## src/rtl/serializador_tx_pkg.sv

```systemverilog
// Shared constants and types for the lane serializer: frame layout, buffer depth
// and the default idle filler byte.
package serializador_tx_pkg;

    localparam int          NUM_LANES         = 4;
    localparam int          BUF_DEPTH         = 2;
    localparam logic [7:0]  IDLE_BYTE_DEFAULT = 8'hBC;
    localparam logic [1:0]  LAST_LANE         = 2'(NUM_LANES - 1);
    localparam logic [1:0]  BUF_FULL_CNT      = 2'(BUF_DEPTH);

    typedef struct packed {
        logic [NUM_LANES-1:0][7:0] data;
        logic [NUM_LANES-1:0]      valid;
    } frame_t;

    typedef enum logic {
        ST_IDLE = 1'b0,
        ST_SEND = 1'b1
    } state_t;

endpackage

```

## src/rtl/serializador_tx_buffer_tramas.sv

```systemverilog
// Two-entry FIFO of captured frames; the head entry is always visible to the
// serializer while a frame is stored.
module buffer_tramas
    import serializador_tx_pkg::*;
(
    input  logic       clk_f,
    input  logic       reset,
    input  logic       push,
    input  frame_t     push_frame,
    input  logic       pop,
    output frame_t     head,
    output logic [1:0] count
);

    frame_t     mem_q [BUF_DEPTH];
    frame_t     mem_d [BUF_DEPTH];
    logic       wr_ptr_q, wr_ptr_d;
    logic       rd_ptr_q, rd_ptr_d;
    logic [1:0] count_q, count_d;
    logic       do_push, do_pop;

    // Single-bit pointers suffice because the depth is exactly two entries.
    always_comb begin
        mem_d    = mem_q;
        wr_ptr_d = wr_ptr_q;
        rd_ptr_d = rd_ptr_q;
        do_push  = push && (count_q != BUF_FULL_CNT);
        do_pop   = pop && (count_q != 2'd0);
        if (do_push) begin
            mem_d[wr_ptr_q] = push_frame;
            wr_ptr_d        = ~wr_ptr_q;
        end
        if (do_pop) begin
            rd_ptr_d = ~rd_ptr_q;
        end
        count_d = count_q + {1'b0, do_push} - {1'b0, do_pop};
    end

    always_ff @(posedge clk_f or posedge reset) begin
        if (reset) begin
            mem_q    <= '{default: '0};
            wr_ptr_q <= 1'b0;
            rd_ptr_q <= 1'b0;
            count_q  <= 2'd0;
        end else begin
            mem_q    <= mem_d;
            wr_ptr_q <= wr_ptr_d;
            rd_ptr_q <= rd_ptr_d;
            count_q  <= count_d;
        end
    end

    assign head  = mem_q[rd_ptr_q];
    assign count = count_q;

endmodule

```

## src/rtl/serializador_tx.sv

```systemverilog
// Serializes buffered 4-lane frames onto a byte stream, one lane per clock,
// filling unused or invalid slots with the idle byte.
module serializador_tx
    import serializador_tx_pkg::*;
#(
    parameter logic [7:0] IDLE_BYTE = IDLE_BYTE_DEFAULT
) (
    input  logic       clk_f,
    input  logic       reset,
    input  logic [7:0] data_0,
    input  logic [7:0] data_1,
    input  logic [7:0] data_2,
    input  logic [7:0] data_3,
    input  logic       valid_0,
    input  logic       valid_1,
    input  logic       valid_2,
    input  logic       valid_3,
    input  logic       load,
    output logic       ready,
    output logic [7:0] data_out,
    output logic       valid_out,
    output logic       IDLE_OUT
);

    state_t     state_q, state_d;
    logic [1:0] lane_cnt_q, lane_cnt_d;
    logic [7:0] data_out_q, data_out_d;
    logic       valid_out_q, valid_out_d;
    logic       idle_out_q, idle_out_d;

    frame_t     in_frame;
    frame_t     head;
    logic [1:0] count;
    logic       accept;
    logic       store;
    logic       pop;

    assign in_frame.data  = {data_3, data_2, data_1, data_0};
    assign in_frame.valid = {valid_3, valid_2, valid_1, valid_0};
    assign ready          = (count != BUF_FULL_CNT);
    assign accept         = load && ready;
    // An all-invalid frame completes the handshake but never occupies a slot.
    assign store          = accept && (in_frame.valid != '0);
    assign pop            = (state_q == ST_SEND) && (lane_cnt_q == LAST_LANE);

    buffer_tramas u_buffer_tramas (
        .clk_f      (clk_f),
        .reset      (reset),
        .push       (store),
        .push_frame (in_frame),
        .pop        (pop),
        .head       (head),
        .count      (count)
    );

    always_comb begin
        state_d     = state_q;
        lane_cnt_d  = lane_cnt_q;
        data_out_d  = IDLE_BYTE;
        valid_out_d = 1'b0;
        idle_out_d  = 1'b1;
        case (state_q)
            ST_IDLE: begin
                lane_cnt_d = 2'd0;
                if (store) begin
                    state_d = ST_SEND;
                end
            end
            ST_SEND: begin
                idle_out_d  = 1'b0;
                valid_out_d = head.valid[lane_cnt_q];
                if (head.valid[lane_cnt_q]) begin
                    data_out_d = head.data[lane_cnt_q];
                end
                lane_cnt_d = lane_cnt_q + 2'd1;
                // Leave SEND only when the last stored frame finishes and nothing new arrives.
                if (pop && (count == 2'd1) && !store) begin
                    state_d = ST_IDLE;
                end
            end
            default: begin
                state_d    = ST_IDLE;
                lane_cnt_d = 2'd0;
            end
        endcase
    end

    always_ff @(posedge clk_f or posedge reset) begin
        if (reset) begin
            state_q     <= ST_IDLE;
            lane_cnt_q  <= 2'd0;
            data_out_q  <= IDLE_BYTE;
            valid_out_q <= 1'b0;
            idle_out_q  <= 1'b1;
        end else begin
            state_q     <= state_d;
            lane_cnt_q  <= lane_cnt_d;
            data_out_q  <= data_out_d;
            valid_out_q <= valid_out_d;
            idle_out_q  <= idle_out_d;
        end
    end

    assign data_out  = data_out_q;
    assign valid_out = valid_out_q;
    assign IDLE_OUT  = idle_out_q;

endmodule

```

## config.mk

```make
export PLATFORM = sky130hd
export DESIGN_NAME = serializador_tx
export DESIGN_NICKNAME = d
export VERILOG_FILES = /design/src/rtl/serializador_tx_pkg.sv /design/src/rtl/serializador_tx_buffer_tramas.sv /design/src/rtl/serializador_tx.sv
export SDC_FILE = /design/constraint.sdc
export NUM_CORES = 1
export LEC_CHECK = 0
export ABC_AREA = 0
export CORE_MARGIN = 2
export CORE_UTILIZATION = 35
export DETAILED_ROUTE_END_ITERATION = 12
export PLACE_DENSITY = 0.51
export SETUP_SLACK_MARGIN = 0.15
export SLEW_MARGIN = 15
export SYNTH_ARGS = -nofsm -noshare
export SYNTH_HDL_FRONTEND = slang
export SYNTH_SLANG_ARGS = --single-unit
export TNS_END_PERCENT = 1
```

## constraint.sdc

```tcl
create_clock -name clk_f -period 6.37 [get_ports clk_f]
set_input_delay 0.9555 -clock clk_f [delete_from_list [all_inputs] [get_ports clk_f]]
set_output_delay 0.9555 -clock clk_f [all_outputs]
set_load 0.05 [all_outputs]
```

==> results.md <==
- # diodes: 0
- Full die area: 12000 sq um
- Overall Power: 2.57 mW
- Final cell utilization of the core: 43.6%
- Number of enable flip-flop cells after synthesis: 0
- Clock transition at path regs: 0.09 ns
- Reg2reg path depth: 5
- Hold path start: u_buffer_tramas.mem_q[45]
- Setup Crit Path Kind: flop to output pin
- Final hold vios: 0
- Initial Util: 35.9%
- Cell variety after synth: 31
- Fraction of registers with async set/reset: 100%
- Final ANT Viol Nets: 0
- Worst VDD drop: 0.229 mV
- Largest net degree at the start of global routing: 53
- Max Cap Viol: 0
- Hold Crit Endpoint: u_buffer_tramas.mem_q[45]
- R2r endpoint: u_buffer_tramas.count[1]
- Final setup TNS: 0 ns
- Core ar.: 10900 sq um
- Die Y: 110 microns
- Fin nets: 333
- Post CTS Setup Buffer Count: 0
- Layout cells sized above 1: 39.7%
- Core Rows: 38
- Final global-route overflow total: 0
- RD Place Congestion: 0.686
- Count of input and output buffers: 49
- Flip-flop and latch area: 2230 sq um
- RSZ-0062 raised after global routing: false
- Power per cell area: 542 nW/um^2
- All-Layer GR Usage: 15.0%
- Synth Register Bits: 89
- CTS Hold Buffers Added: 0
- # setup viols final: 0
- Slew margin rel.: 49.7%
- Static Leakage: 1.94 nW
- WHS: 0.491 ns
- First-pass GRT wire length: 13100 microns
- Via count: 2194
- Critical Path RT: 5.41 ns
- Clock Path Buffers: 2
- YS warnings: 0
- Final wirelength: 7920 microns
- Worst Path Max Fanout: 4
- Detailed-placement wirelength estimate: 4970 microns
- Initial DRT Pass Iterations: 4
- Netlist Area Pre-Place: 3910 sq um
- Post-DR wirelength/cell: 18.1 microns
- Root buffer cell: clkbuf_8
- Worst slew pin tran: 0.752 ns
- Fmax: 0.340 GHz
- Synthesized netlist cell count: 239
- Final period utilization: 46.2%
- Boundary pin count: 50
- Detailed Route Iter0 Violations: 82
- Post-synth top flop: dfrtp_1
- Launching point of the worst reg2reg path: lane_cnt_q[1]
- Critical path arrival: 1.99 ns
- Number of global-route vias before repair: 2466
- Antenna violations before repair: 0
- Sequential area share after synthesis: 57.1%
- Resized Gates After CTS: 0
- Synth Area per Inst: 16.4 sq um
- CTS tree: built
- HP Class: flop to flop
- Min cycle time layout: 2.94 ns
- Multi-input gate area: 1560 sq um
- Hold depth: 1
- H-tree Lvls: 3
- Final Skew: 0.00598 ns
- CTS Sinks: 89
- Clock latency on the worst-skew pair: 0.36 ns
- Startpoint Class: flop
- Syn_nets: 280
- Critical Path End Type: output pin
- Fin. max-slew vios: 0
- # DRC: 0
- CTS buffer count: 9
- Fill cell count: 1020
- Die Width: 110 microns
- R2R setup slack: 4.21 ns
- Syn-to-layout area delta: 21.3%
- Status: completed
- Vias per cell: 5.02
-- worst max-delay path, stage by stage (launching register included) --
cell and delay (ns):
dfrtp_1 0.42, and2b_1 0.23, inv_1 0.15, clkdlybuf4s50_1 0.82
-- synthesized netlist by cell type, types with 2 or more instances --
cell type | n | area, sq um
dfrtp_1 | 83 | 2080
mux2_2 | 70 | 788
mux4_2 | 17 | 383
mux2i_1 | 8 | 80.1
buf_6 | 6 | 67.6
dfstp_2 | 6 | 158
inv_1 | 6 | 22.5
nand3_1 | 6 | 30.0
buf_2 | 4 | 20.0
mux2_1 | 4 | 45.0
nor3_1 | 3 | 15.0
xnor2_1 | 3 | 26.3
ha_1 | 2 | 25.0
nand2_1 | 2 | 7.51
nor2_1 | 2 | 7.51
xor2_1 | 2 | 17.5
-- report_power, final --
| part | switching [mW] | total, mW | internal [mW] |
|---|---|---|---|
| Clock | 0.207 | 0.440 | 0.233 |
| Combinational | 0.506 | 1.11 | 0.600 |
| Sequential | 0.159 | 1.03 | 0.868 |
-- cell usage in the layout (no fill, tap or decap), types with 2 or more instances in the layout --
master / count
dfrtp_1: 83
mux2_2: 70
clkdlybuf4s50_1: 49
mux4_2: 17
clkbuf_8: 10
mux2i_1: 8
dfstp_2: 6
nand3_1: 6
inv_1: 5
mux2_1: 4
buf_4: 4
nor3_1: 3
xnor2_1: 3
nor2_1: 2
xor2_1: 2
nand2_1: 2
clkinv_2: 2
ha_1: 2
bufinv_16: 2
-- per-layer routing --
layer | wire length [microns] | part of all wire [%] | vias up | global-route usage, %
met5 | 0 | 0 | - | 0
met4 | 87 | 1.1 | 0 | 5.42
met3 | 313 | 4.0 | 6 | 4.27
met2 | 3910 | 49 | 42 | 24.9
met1 | 3600 | 45 | 1155 | 18.6
li1 | - | - | 991 | -
-- how the worst max path moves through the flow --
stage | startpoint | endpoint | slack [ns] | cells past startpoint
2_1_floorplan | reset | data_out[0] | 3.12 | 1
3_3_place_gp | valid_0 | u_buffer_tramas.mem_q[24] | 3.24 | 4
3_5_place_dp | valid_0 | u_buffer_tramas.mem_q[14] | 3.23 | 4
4_1_cts | u_buffer_tramas.count[1] | ready | 3.40 | 3
5_1_grt | u_buffer_tramas.count[1] | ready | 3.34 | 3
6_report | u_buffer_tramas.count[1] | ready | 3.43 | 3
-- flip-flops by register name, summed over array words and instances, names as in the netlist --
signal / flops
u_buffer_tramas.mem_q: 72
valid_out: 1
lane_cnt_q: 2
IDLE_OUT: 1
u_buffer_tramas.rd_ptr_q: 1
state_q: 1
u_buffer_tramas.count: 2
u_buffer_tramas.wr_ptr_q: 1
data_out: 8
-- cell families (layout without fill, tap and decap cells) --
kind of cell,Yosys count,in the layout,synth area share (%)
multiplexers,99,99,33.1
flip-flops,89,89,57.1
AND/OR/NAND/NOR,21,21,3.90
buffers and inverters,17,75,2.91
AO/OA/AOI/OAI,6,6,1.18
XOR/XNOR,5,5,1.12
adder cells (fa/ha/maj),2,2,0.639
-- stage by stage --
step / instances / instance area, sq um / setup slack (ns)
floorplan: 239 / 3910 / 3.12
global route: 437 / 4750 / 3.34
finish: 437 / 4750 / 3.43
global placement: 421 / 4520 / 3.24
CTS: 437 / 4750 / 3.40
detailed placement: 421 / 4520 / 3.23
-- layout make-up --
type	instances	area share, %
sequential	89	47.1
multi-input combinational	133	33.0
timing repair buffer	53	11.0
tap	140	3.69
clock buffer	10	2.90
clock inverter	6	1.90
inverter	6	0.501
Note: power is estimated with default switching activity, not from simulation.
